`src/rtl/jump_target_unit_if.sv`:
```
// Handshake bundle between ID, the jump target unit and the IF PC-select mux.
// misalign_err is present only when ALIGN_CHECK_EN is defined.
interface jump_target_unit_if #(
    parameter int ADDR_W = 32,
    parameter int IDX_W  = 26,
    parameter int IMM_W  = 16,
    parameter int CNT_W  = 16
);
    logic              in_valid;
    logic              in_ready;
    logic [1:0]        in_kind;
    logic              in_taken;
    logic [ADDR_W-1:0] in_pc_plus4;
    logic [IDX_W-1:0]  in_index;
    logic [IMM_W-1:0]  in_imm;
    logic [ADDR_W-1:0] in_reg;
    logic              flush;
    logic              redir_valid;
    logic              redir_ready;
    logic [ADDR_W-1:0] redir_target;
    logic [CNT_W-1:0]  redir_count;
`ifdef ALIGN_CHECK_EN
    logic              misalign_err;
`endif

    modport master (
`ifdef ALIGN_CHECK_EN
        input  misalign_err,
`endif
        output in_valid, in_kind, in_taken, in_pc_plus4, in_index, in_imm, in_reg,
        output flush, redir_ready,
        input  in_ready, redir_valid, redir_target, redir_count
    );

    modport slave (
`ifdef ALIGN_CHECK_EN
        output misalign_err,
`endif
        input  in_valid, in_kind, in_taken, in_pc_plus4, in_index, in_imm, in_reg,
        input  flush, redir_ready,
        output in_ready, redir_valid, redir_target, redir_count
    );
endinterface

```
`src/rtl/jump_target_unit.sv`:
```
// Control-transfer target computation with a single-entry redirect buffer toward fetch.
// Define ALIGN_CHECK_EN to reject misaligned JR targets and raise misalign_err.
module jump_target_unit #(
    parameter int ADDR_W = 32,
    parameter int IDX_W  = 26,
    parameter int IMM_W  = 16,
    parameter int CNT_W  = 16
) (
    input logic               clk,
    input logic               reset,
    jump_target_unit_if.slave bus
);
    localparam logic [1:0] KIND_JUMP   = 2'b01;
    localparam logic [1:0] KIND_BRANCH = 2'b10;
    localparam logic [1:0] KIND_REG    = 2'b11;
    localparam logic [CNT_W-1:0] CNT_MAX = '1;

    logic              accept;
    logic              misaligned;
    logic              redirectNeeded;
    logic              handshakeDone;
    logic [ADDR_W-1:0] immExt;
    logic [ADDR_W-1:0] jumpTarget;
    logic [ADDR_W-1:0] branchTarget;
    logic [ADDR_W-1:0] nextTarget;

    assign bus.in_ready  = !bus.flush && (!bus.redir_valid || bus.redir_ready);
    assign accept        = bus.in_valid && bus.in_ready;
    assign handshakeDone = bus.redir_valid && bus.redir_ready && !bus.flush;

    assign immExt       = {{(ADDR_W-IMM_W){bus.in_imm[IMM_W-1]}}, bus.in_imm};
    assign branchTarget = bus.in_pc_plus4 + {immExt[ADDR_W-3:0], 2'b00};
    assign jumpTarget   = {bus.in_pc_plus4[ADDR_W-1:IDX_W+2], bus.in_index, 2'b00};

    always_comb begin
        misaligned = 1'b0;
`ifdef ALIGN_CHECK_EN
        misaligned = (bus.in_kind == KIND_REG) && (bus.in_reg[1:0] != 2'b00);
`endif
    end

    always_comb begin
        case (bus.in_kind)
            KIND_JUMP:   nextTarget = jumpTarget;
            KIND_BRANCH: nextTarget = branchTarget;
            default:     nextTarget = bus.in_reg;
        endcase
    end

    // A misaligned JR is accepted but treated like a not-taken branch.
    assign redirectNeeded = (bus.in_kind == KIND_JUMP)
                         || ((bus.in_kind == KIND_REG) && !misaligned)
                         || ((bus.in_kind == KIND_BRANCH) && bus.in_taken);

    always_ff @(posedge clk or posedge reset) begin
        if (reset) begin
            bus.redir_valid  <= 1'b0;
            bus.redir_target <= '0;
            bus.redir_count  <= '0;
`ifdef ALIGN_CHECK_EN
            bus.misalign_err <= 1'b0;
`endif
        end else begin
            if (handshakeDone && (bus.redir_count != CNT_MAX)) begin
                bus.redir_count <= bus.redir_count + 1'b1;
            end

            // in_ready is low during flush, so accept cannot coincide with it.
            if (bus.flush) begin
                bus.redir_valid <= 1'b0;
            end else if (accept && redirectNeeded) begin
                bus.redir_valid  <= 1'b1;
                bus.redir_target <= nextTarget;
            end else if (bus.redir_ready) begin
                bus.redir_valid <= 1'b0;
            end

`ifdef ALIGN_CHECK_EN
            bus.misalign_err <= accept && misaligned;
`endif
        end
    end
endmodule

```
`src/flat_wrapper.sv`:
```
// flat-port wrapper written by rule: the top's interface ports become plain ports
module jump_target_unit_flat 
#(
    parameter int ADDR_W = 32,
    parameter int IDX_W  = 26,
    parameter int IMM_W  = 16,
    parameter int CNT_W  = 16
)
  (clk, reset, bus_in_valid, bus_in_kind, bus_in_taken, bus_in_pc_plus4, bus_in_index, bus_in_imm, bus_in_reg, bus_flush, bus_redir_ready, bus_in_ready, bus_redir_valid, bus_redir_target, bus_redir_count);
  jump_target_unit_if #(.ADDR_W(ADDR_W), .IDX_W(IDX_W), .IMM_W(IMM_W), .CNT_W(CNT_W)) bus_i ();
  input logic clk;
  input logic reset;
  input wire logic [$bits(bus_i.in_valid)-1:0] bus_in_valid;
  input wire logic [$bits(bus_i.in_kind)-1:0] bus_in_kind;
  input wire logic [$bits(bus_i.in_taken)-1:0] bus_in_taken;
  input wire logic [$bits(bus_i.in_pc_plus4)-1:0] bus_in_pc_plus4;
  input wire logic [$bits(bus_i.in_index)-1:0] bus_in_index;
  input wire logic [$bits(bus_i.in_imm)-1:0] bus_in_imm;
  input wire logic [$bits(bus_i.in_reg)-1:0] bus_in_reg;
  input wire logic [$bits(bus_i.flush)-1:0] bus_flush;
  input wire logic [$bits(bus_i.redir_ready)-1:0] bus_redir_ready;
  output wire logic [$bits(bus_i.in_ready)-1:0] bus_in_ready;
  output wire logic [$bits(bus_i.redir_valid)-1:0] bus_redir_valid;
  output wire logic [$bits(bus_i.redir_target)-1:0] bus_redir_target;
  output wire logic [$bits(bus_i.redir_count)-1:0] bus_redir_count;
  assign bus_i.in_valid = bus_in_valid;
  assign bus_i.in_kind = bus_in_kind;
  assign bus_i.in_taken = bus_in_taken;
  assign bus_i.in_pc_plus4 = bus_in_pc_plus4;
  assign bus_i.in_index = bus_in_index;
  assign bus_i.in_imm = bus_in_imm;
  assign bus_i.in_reg = bus_in_reg;
  assign bus_i.flush = bus_flush;
  assign bus_i.redir_ready = bus_redir_ready;
  assign bus_in_ready = bus_i.in_ready;
  assign bus_redir_valid = bus_i.redir_valid;
  assign bus_redir_target = bus_i.redir_target;
  assign bus_redir_count = bus_i.redir_count;
  jump_target_unit #(.ADDR_W(ADDR_W), .IDX_W(IDX_W), .IMM_W(IMM_W), .CNT_W(CNT_W)) u_core (.clk(clk), .reset(reset), .bus(bus_i));
endmodule
```
`config.mk`:
```
export PLATFORM = sky130hd
export DESIGN_NAME = jump_target_unit_flat
export DESIGN_NICKNAME = d
export VERILOG_FILES = /design/src/rtl/jump_target_unit_if.sv /design/src/rtl/jump_target_unit.sv /design/src/flat_wrapper.sv
export SDC_FILE = /design/constraint.sdc
export NUM_CORES = 1
export LEC_CHECK = 0
export CAP_MARGIN = 20
export CORE_UTILIZATION = 45
export DETAILED_ROUTE_END_ITERATION = 16
export PLACE_DENSITY_LB_ADDON = 0.08
export RECOVER_POWER = 25
export SLEW_MARGIN = 20
export SYNTH_ARGS = -nofsm -noshare
export SYNTH_HDL_FRONTEND = slang
export SYNTH_SLANG_ARGS = --single-unit
```
`constraint.sdc`:
```
create_clock -name clk -period 3 [get_ports clk]
set_clock_uncertainty 0.15 [all_clocks]
set_input_delay 0.3 -clock clk [delete_from_list [all_inputs] [get_ports clk]]
set_output_delay 0.3 -clock clk [all_outputs]
set_load 0.01 [all_outputs]
```
==> results.md <==
- Hold Buf Count CTS: 0
- Initial antenna violation count: 0
- Post-CTS Setup Bufs: 0
- Fin util: 70.7%
- Post-Syn Instances: roughly 520
- Most frequent cell after synthesis: nand2_1
- Cell type with the largest total area after synthesis: dfrtp_1
- Met1 wire length: 6470 µm
- VDD IR-drop max: 0.000231 V
- Vias per Instance: slightly below 6
- PortBufs: 163
- Largest cells by area after synthesis: dfrtp_1 (29%), ha_1 (9.7%), xnor2_1 (6.6%), a21oi_1 (5.4%), nand2_1 (5.3%)
- Tot Pwr: 0.00269 W
- Worst Setup End Kind: register
- Power per cell area: 414 nW/µm²
- Die Y-Extent: 99.3 µm
- Post-synth top area share: 28.8%
- YS warnings: 0
- Final min period: around 2.8 ns
- Synth Flop Type: dfrtp_1
- RSZ-0062 raised after global routing: no
- Ant diodes: 0
- Vias: 4872
- Synth Area in Adders: 10.2%
- Worst path arrival time: 2.88 ns
- Hold Path End: u_core.bus.redir_target[6]
- Post-synth EDFFs: 0
- Cells on Worst Hold Path: 2
- DR WL met2: 6890 µm
- Clock power frac: 18.0%
- Post-synth ARST share: 100%
- Syn_nets: 670
- DRC Markers: 0
- Fin. Hold Viols: 0
- GPL Wtd Cong: roughly 0.9
- Hold Startpoint: u_core.bus.redir_target[6]
- Leakage: 2.79 nW
- Max-slew violation count: 0
- Int Power: 0.00175 W
- Clock Latency Late Sink: 0.31 ns
- Top cells by count, synth: nand2_1 (60), dfrtp_1 (49), a21oi_1 (46), o21ai_0 (41), ha_1 (33)
- Setup violators final: 0
- Sw frac: 34.8%
- Slew margin rel.: 16.3%
- # rows: 35
- Half-perimeter wire length after detailed placement: 11600 µm
- Sw power: 0.000937 W
- Met3 wire len: 737 µm
- Core Area: 9200 µm²
- XOR/XNOR Fraction of Synth Area: 7.82%
- Number of library cell types mapped by synthesis: 57
- Critical Path Fanout Max: 4
- Synth-to-layout area growth: 52.7%
- Worst Reg2Reg Path Length in Cells: 6
- Largest family of logic cells by synthesized area: compound AO/OA/AOI/OAI gates
- CTS tree: built
- Vias in the first global route: 4755
- Clk sinks: 49
- Per-cell routed wire length: 17.3 µm
- RR Endpoint: u_core.bus.redir_count[15]
- CTS max path bufs: 2
- Post-Syn Area: 4260 µm²
- Clock buffer count from CTS: 5
- Sequential area share after synthesis: 28.8%
- Largest net degree at the start of global routing: 50
- WL final: approximately 14000 µm
- Req. time, crit path: 3.05 ns
- Post-CTS sizing: 0
- First-pass GRT wire length: 23500 µm
- Die footprint: 9850 µm²
- Clk Tree Root Cell: clkbuf_8
- Post-synthesis mux area share: 0.999%
- Gr usage total: between 20% and 30%
- R2r startpoint: u_core.bus.redir_count[0]
- Grt total ovfl: 0
- Outcome: completed
- HP Class: reg -> reg
- F_max: ~0.35 GHz
- Final Net Count: 871
- Post-Synth Simple-Gate Area: 18.9%
- DR pass1 iterations: 5
- Highest metal used: met4
- Final period util: 94.2%
- Worst slew pin tran: about 1.3 ns
- CP Launch Type: primary input
- CTS H-tree depth: 2
- Reg2reg setup slack: 0.84 ns
- Reg clk slew, reported paths: 0.09 ns
- Layout cell share with drive strength beyond 1: a little under an eighth
- Max-capacitance violation count: 0
- Routed Antenna Nets: 0
- Die width: 99.3 µm
- IO Pins: between 150 and 200
- Initial Util: 46.3%
- First DRT Iteration DRCs: ~260
- Register bit total from synthesis: 49
- Compound-Gate Fraction of Synth Area: 28.9%
- WS Path Type: in -> reg
- Mean Syn Cell Area: ~8.2 µm²
- Seq pwr share: 33.5%
- Combinational share of power: 48.5%
-- kinds of logic after synthesis --
logic type | after synthesis
compound gates | 184
simple gates | 164
buf+inv | 49
flops | 49
xor+xnor | 38
fa+ha+maj | 34
mux | 4
-- critical path, stage by stage --
cell,delay (ns)
clkdlybuf4s50_1,0.43
ha_1,0.29
a21oi_1,0.24
and4b_2,0.27
o21a_1,0.21
o41ai_4,0.44
nor4b_1,0.13
or3_1,0.33
a41o_1,0.23
-- placed cells by master, fill, tap and decap left out, types with 3 or more instances in the layout --
master,instances
clkdlybuf4s50_1,162
buf_4,64
nand2_1,60
dfrtp_1,49
a21oi_1,46
o21ai_0,41
ha_1,33
xnor2_1,32
nor2_1,23
and3_1,19
nand4_1,15
inv_1,14
nor3_1,12
o221ai_1,11
nand3_1,10
a21o_1,10
o21ai_1,10
a221oi_1,10
a211oi_1,8
o21a_1,8
xor2_1,6
nor2b_1,6
o31ai_1,5
or3_1,5
clkbuf_8,5
a221o_1,4
a31oi_1,4
nand2b_1,3
nor4_1,3
o21bai_1,3
-- power groups by stage --
stage / combinational, W / clock [W] / sequential [W]
after CTS: 0.00130 / 0.000490 / 0.000898
after detailed placement: 0.00128 / 0 / 0.000910
after global routing: 0.00141 / 0.000515 / 0.000919
after floorplan: 0.000537 / 0 / 0.000951
final: 0.00130 / 0.000485 / 0.000901
after global placement: 0.00127 / 0 / 0.000899
-- state kept, by name (all words and copies together) (netlist names) --
signal and count:
u_core.bus.redir_count 16, u_core.bus.redir_target 32, u_core.bus.redir_valid 1
-- how the worst max path moves through the flow --
stage,startpoint,end,slack [ns],cells after the start
final,bus_in_imm[1],u_core.bus.redir_target[29],0.18,9
after global routing,bus_in_imm[1],u_core.bus.redir_target[17],0.04,10
after CTS,bus_in_imm[1],u_core.bus.redir_target[29],0.21,9
after detailed placement,bus_in_imm[1],u_core.bus.redir_target[29],-0.08,9
after global placement,bus_in_imm[1],u_core.bus.redir_target[29],-0.07,9
after floorplan,bus_in_imm[3],u_core.bus.redir_target[29],0.51,8
-- layer usage --
layer / vias to the layer above / track usage (%)
met1: 2313 / 40.6
met4: 0 / 8.71
met2: 186 / 49.6
li1: 2346 / -
met5: - / 0
met3: 27 / 3.02
-- layout make-up --
class / instances / area [µm²]
multi-input cells: 424 / 2850
fillers: 757 / 2700
repair buffers: 228 / 2120
flip-flops and latches: 49 / 1230
well taps: 111 / 139
clock buffers: 5 / 68.8
inverters: 15 / 56.3
clock inverters: 3 / 46.3
-- metrics by stage --
stage          instance area, µm²  hold WS (ns)  worst slack [ns]  std cells  TNS, ns
3_3_place_gp                 6390         0.312           -0.0697        827   -0.188
4_1_cts                      6500         0.336             0.211        835        0
6_report                     6500         0.337             0.175        835        0
5_1_grt                      6500         0.366            0.0431        835        0
2_1_floorplan                4260         0.257             0.514        522        0
3_5_place_dp                 6390         0.315           -0.0802        827   -0.330
(Power assumes the default switching activity.)
